<file path="config.mk">
export PLATFORM = sky130hd
export DESIGN_NAME = fetch_unit
export DESIGN_NICKNAME = d
export VERILOG_FILES = /design/src/rtl/mips_pkg.sv /design/src/rtl/sat_counter.sv /design/src/rtl/fetch_unit.sv
export SDC_FILE = /design/constraint.sdc
export NUM_CORES = 1
export LEC_CHECK = 0
export BUFFER_PORTS_ARGS = -buffer_cell sky130_fd_sc_hd__clkbuf_2
export CAP_MARGIN = 0
export CORE_MARGIN = 10
export CORE_UTILIZATION = 50
export CTS_BUF_LIST = sky130_fd_sc_hd__clkbuf_8
export DETAILED_ROUTE_END_ITERATION = 7
export MAX_ROUTING_LAYER = met4
export PLACE_DENSITY = 0.79
export SYNTH_ARGS = -nofsm -noshare
export SYNTH_HDL_FRONTEND = slang
export SYNTH_SLANG_ARGS = --single-unit
</file>
<file path="constraint.sdc">
create_clock -name clk -period 2.3 [get_ports clk]
set_input_delay 0.115 -clock clk [delete_from_list [all_inputs] [get_ports clk]]
set_output_delay 0.115 -clock clk [all_outputs]
set_load 0.02 [all_outputs]
</file>
<file path="src/rtl/mips_pkg.sv">
// Constants shared by the MIPS pipeline front end: bubble encoding, fetch-state
// encodings and the opcodes the hazard unit decodes.
package mips_pkg;

    localparam logic [31:0] NOP_INSTR = 32'h0000_0000;  // sll $0,$0,0

    typedef enum logic [1:0] {
        FETCH_RUN   = 2'd0,
        FETCH_STALL = 2'd1,
        FETCH_FLUSH = 2'd2
    } fetch_state_e;

    localparam logic [5:0] RTYPE_OP = 6'b000000;
    localparam logic [5:0] J_OP     = 6'b000010;
    localparam logic [5:0] BEQ_OP   = 6'b000100;
    localparam logic [5:0] BNE_OP   = 6'b000101;
    localparam logic [5:0] LW_OP    = 6'b100011;
    localparam logic [5:0] SW_OP    = 6'b101011;

endpackage

</file>
<file path="src/rtl/sat_counter.sv">
// Up-counter that sticks at all-ones; used for the fetch stall/flush statistics.
module sat_counter #(
    parameter int unsigned WIDTH = 16
) (
    input  logic             clk,
    input  logic             rst,
    input  logic             inc,
    output logic [WIDTH-1:0] count
);

    always_ff @(posedge clk) begin
        if (rst) begin
            count <= '0;
        end else if (inc && (count != {WIDTH{1'b1}})) begin
            count <= count + 1'b1;
        end
    end

endmodule

</file>
<file path="src/rtl/fetch_unit.sv">
// MIPS instruction-fetch stage: PC register, IF/ID pipeline register, stall and
// branch-redirect handling, plus saturating stall/flush statistics.
module fetch_unit #(
    parameter logic [31:0] RESET_PC  = 32'h0000_0000,
    parameter logic [31:0] NOP_INSTR = mips_pkg::NOP_INSTR,
    parameter int unsigned CNT_W     = 16
) (
    input  logic             clk,
    input  logic             rst,
    input  logic             holdPC,
    input  logic             holdIF_ID,
    input  logic             branch_taken,
    input  logic [31:0]      branch_target,
    output logic [31:0]      imem_addr,
    input  logic [31:0]      imem_rdata,
    output logic [31:0]      IF_ID_instruction,
    output logic [31:0]      IF_ID_pc4,
    output logic             IF_ID_valid,
    output logic [1:0]       fetch_state,
    output logic [CNT_W-1:0] stall_cycles,
    output logic [CNT_W-1:0] flush_count
);

    import mips_pkg::*;

    logic [31:0]  pc_q;
    logic [31:0]  pc_plus4;
    logic [31:0]  redirect_pc;
    fetch_state_e state_q;
    logic         stall_inc;
    logic         flush_inc;

    // One adder feeds both the next PC and the stored IF_ID_pc4.
    assign pc_plus4    = pc_q + 32'd4;
    assign redirect_pc = branch_target & ~32'h3;
    assign imem_addr   = pc_q;
    assign fetch_state = state_q;

    // A branch discards any simultaneous hold, so it must not count as a stall.
    assign stall_inc = ~branch_taken & (holdPC | holdIF_ID);
    assign flush_inc = branch_taken;

    always_ff @(posedge clk) begin
        if (rst) begin
            pc_q              <= RESET_PC;
            IF_ID_instruction <= NOP_INSTR;
            IF_ID_pc4         <= 32'd0;
            IF_ID_valid       <= 1'b0;
            state_q           <= FETCH_RUN;
        end else if (branch_taken) begin
            pc_q              <= redirect_pc;
            IF_ID_instruction <= NOP_INSTR;
            IF_ID_pc4         <= 32'd0;
            IF_ID_valid       <= 1'b0;
            state_q           <= FETCH_FLUSH;
        end else if (holdIF_ID) begin
            // Full freeze even without holdPC so the instruction in IF/ID is kept.
            state_q <= FETCH_STALL;
        end else if (holdPC) begin
            IF_ID_instruction <= NOP_INSTR;
            IF_ID_valid       <= 1'b0;
            state_q           <= FETCH_STALL;
        end else begin
            pc_q              <= pc_plus4;
            IF_ID_instruction <= imem_rdata;
            IF_ID_pc4         <= pc_plus4;
            IF_ID_valid       <= 1'b1;
            state_q           <= FETCH_RUN;
        end
    end

    sat_counter #(
        .WIDTH(CNT_W)
    ) u_stall_cnt (
        .clk  (clk),
        .rst  (rst),
        .inc  (stall_inc),
        .count(stall_cycles)
    );

    sat_counter #(
        .WIDTH(CNT_W)
    ) u_flush_cnt (
        .clk  (clk),
        .rst  (rst),
        .inc  (flush_inc),
        .count(flush_count)
    );

endmodule
</file>
==> run metrics <==
first-pass GRT wire length=roughly 29000 µm; total routed wirelength=around 18000 µm; Largest stage delay, worst path=around 460 ps; Overflow after GRT=0; Bufs on Longest Clock Path=2; largest vdd supply drop=between 0.4 and 0.5 mV; share of power burned in combinational logic=between 10% and 20%; post-route ant nets=0; DRC errors left=0; routed length per placed instance=approximately 18 µm; Net Sw Frac=between 20% and 30%; post-synthesis instance area=5660 µm²; pins over their slew limit=0; post-route design area=just under 8000 µm²; die width=roughly 130 µm; crit start category=flip-flop; dominant cell by count in the synthesized netlist=sky130_fd_sc_hd__dfxtp_1; vias per cell=5.55; ranking of synthesized cells by instance count=127 x sky130_fd_sc_hd__dfxtp_1, 73 x sky130_fd_sc_hd__nor2_1, 47 x sky130_fd_sc_hd__xor2_1; met1 wire length=slightly above 7000 µm; # Max-Cap Violations=0; cell internal power dissipation=~3600 µW; post-synthesis cell count=between 600 and 700; Initial Util=between 50% and 60%; Setup Fix Bufs, Post-CTS=0; Clock Power Share=38.7%; count of flip-flops with a built-in enable after synthesis=0; Reg power frac=between 40% and 50%; TritonCTS clock tree=built; number of standard-cell rows in the floorplan=38; required time of the critical path=approximately 2700 ps; normalized max-slew margin=between 10% and 20%; CP delay by family, top=simple AND/OR/NAND/NOR gates; power density relative to cell area=slightly above 600 nW/µm²; pin slew with the least headroom to its limit=1210 ps; fin worst setup slack=about 290 ps; CTS clock-pin slew for the worst setup and hold paths=70 ps; endpoint class of the critical path=flip-flop; root cell of the clock tree=sky130_fd_sc_hd__clkbuf_8; top routing layer in use=met4; vias in the first global route=approximately 5700; clk sink count=between 100 and 150; min-delay worst type=input pin to flip-flop; Tot GR Track Use=~23%; post-place instance area=6760 µm²; H-tree levels=4; die area=about 16000 µm²; HPWL reported at the end of detailed placement=~13000 µm; die outline height=126 µm; share of post-route cells with drive strength above 1=28.2%; Antenna Cells=0; Final setup viols=0; mean area per synthesized cell=about 8.9 µm²; share of the cycle needed by the critical path after routing=87.3%; Final Critical Period=roughly 2000 ps; setup skew after layout=roughly 9 ps; sequential share of the synthesized area=44.9%; Arr. time, crit path=around 2400 ps; starting DRC count in detailed routing=between 400 and 500; Total Negative Setup Slacks=0 ps; RePlAce Congestion=~0.91; most instantiated flip-flop cell in the synthesis netlist=sky130_fd_sc_hd__dfxtp_1; FFs w/ async S/R, synth=0%; Warnings, synthesis=0; result of the run=finished, final reports clean; count of TritonRoute iterations in the first routing pass=5; number of port buffers=approximately 190; met2 wire length=9530 µm; area share of the largest cell type after synthesis=~45%; Synth Register Bits=about 130; highest net fanout along the worst path=17; number of hold violations in the final report=0; net switching power=approximately 1200 µW; Layout Nets=between 900 and 1000; Max Fclk=~500 MHz; largest area contributor in the netlist=sky130_fd_sc_hd__dfxtp_1; leak pwr=~0.0033 µW; setup repair after global routing missed its margin=false; number of library cell types mapped by synthesis=47; total via count after detailed routing=5758; Clk Latency, worst-skew pair=430 ps; register-to-register setup slack=slightly below 300 ps; most area-consuming cells after synthesis=sky130_fd_sc_hd__dfxtp_1 45%, sky130_fd_sc_hd__xor2_1 7.3%, sky130_fd_sc_hd__a22o_1 5.1%; synthesis-to-layout area growth=37.4%; number of buffers created by CTS=17; top-level port count=200; highest-delay cell along the critical path=sky130_fd_sc_hd__dfxtp_1; critical-path cell list=ha_1 > nand3_1 > nor3_2 > buf_4 > nand4_1 > xor2_1 > a211oi_1; CP Class=flip-flop to flip-flop; buffering stage count on the worst path with inverters included=1; largest net degree at the start of global routing=38; standard cell core area=about 11000 µm²; dpl ws=around 350 ps; detailed-routed wire length on met3=1150 µm; number of antenna violations at the first check in global routing=0
## cells by family (layout without fill, tap and decap cells)
| logic type | Yosys count | count (layout) | synth area share, % |
|---|---|---|---|
| buffers and inverters | 49 | 311 | 3.87 |
| multiplexers | 8 | 8 | 1.42 |
| AO/OA/AOI/OAI | 134 | 134 | 15.8 |
| adder cells (fa/ha/maj) | 3 | 3 | 0.663 |
| flip-flops | 127 | 127 | 44.9 |
| AND/OR/NAND/NOR | 232 | 232 | 21.0 |
| XOR/XNOR | 79 | 79 | 12.2 |
| other | 1 | 4 | 0.0663 |
## per-layer routing
layer / up-vias / GRT usage [%]
met5: - / -
met4: 0 / 8.04
met3: 39 / 6.33
met2: 233 / 38.5
met1: 2720 / 25.1
li1: 2766 / -
## power groups by stage
stage | clock [µW] | combinational, µW | sequential (µW)
floorplan | 0 | 216 | 2470
global placement | 0 | 485 | 2400
detailed placement | 0 | 492 | 2400
CTS | 1890 | 580 | 2350
global route | 2010 | 633 | 2360
finish | 1860 | 586 | 2360
## sequential cells by signal (all words and copies together) (netlist names)
register and cells:
IF_ID_instruction 32, IF_ID_pc4 30, imem_addr 30, u_flush_cnt.count 16
u_stall_cnt.count 16, fetch_state 2, IF_ID_valid 1
## worst paths after layout
path / depth (start not counted) / end / startpoint
setup / recovery: 7 / imem_addr[22]$_SDFFE_PP0P_ / imem_addr[2]$_SDFFE_PP0P_
hold / removal: 2 / imem_addr[25]$_SDFFE_PP0P_ / rst
setup reg to reg: 7 / imem_addr[22]$_SDFFE_PP0P_ / imem_addr[2]$_SDFFE_PP0P_
hold reg to reg: 2 / IF_ID_pc4[3]$_SDFFE_PP0P_ / IF_ID_pc4[3]$_SDFFE_PP0P_
## worst reg2reg max path: cells and delay by family, from the launching register on
family                     cells  cell delay [ps]
AOI/OAI and AO/OA              1              250
xor gates and xnor gates       1              200
adders and majority gates      1              250
buffers and inverters          1              250
DFF                            1              460
and+or+nand+nor                3              510
## placed cells by master, fill, tap and decap left out, drive strengths merged, types with 5 or more instances in the layout
cell type | synthesis | layout
clkbuf | 29 | 217
dfxtp | 127 | 127
nor2 | 73 | 73
dlygate4sd3 | 0 | 62
xor2 | 47 | 47
nand2 | 43 | 43
o21ai | 35 | 35
a22o | 33 | 33
xnor2 | 32 | 32
a21oi | 30 | 30
nand4 | 28 | 28
nand3 | 27 | 27
a211oi | 19 | 19
buf | 15 | 19
nor3 | 16 | 16
nor4 | 11 | 11
mux2i | 8 | 8
and4 | 8 | 8
or3 | 7 | 7
inv | 4 | 7
and3 | 7 | 7
and2 | 6 | 6
o211ai | 6 | 6
clkinv | 1 | 5
## layout make-up
cell class	count	area (µm²)
clock buffers	24	330
clock inverters	8	61.3
fillers	840	3210
inverters	5	18.8
multi-input cells	460	2920
flip-flops and latches	127	2540
well taps	140	175
repair buffers	274	1730
## metrics by stage
step	hold WS [ps]	total power, µW	instances	utilization [%]
floorplan	224	2690	636	-
global placement	312	2880	944	61.6
detailed placement	316	2890	944	61.6
CTS	49.3	4830	1038	70.8
global route	57.0	5010	1038	70.8
finish	76.9	4800	1038	70.8
## repair_timing
action / in CTS / in global routing
hold buffers: 62 / 0
hold endpoints to repair: 62 / 0
resized for setup: 0 / 0
Power figures use the tool's default switching activity.
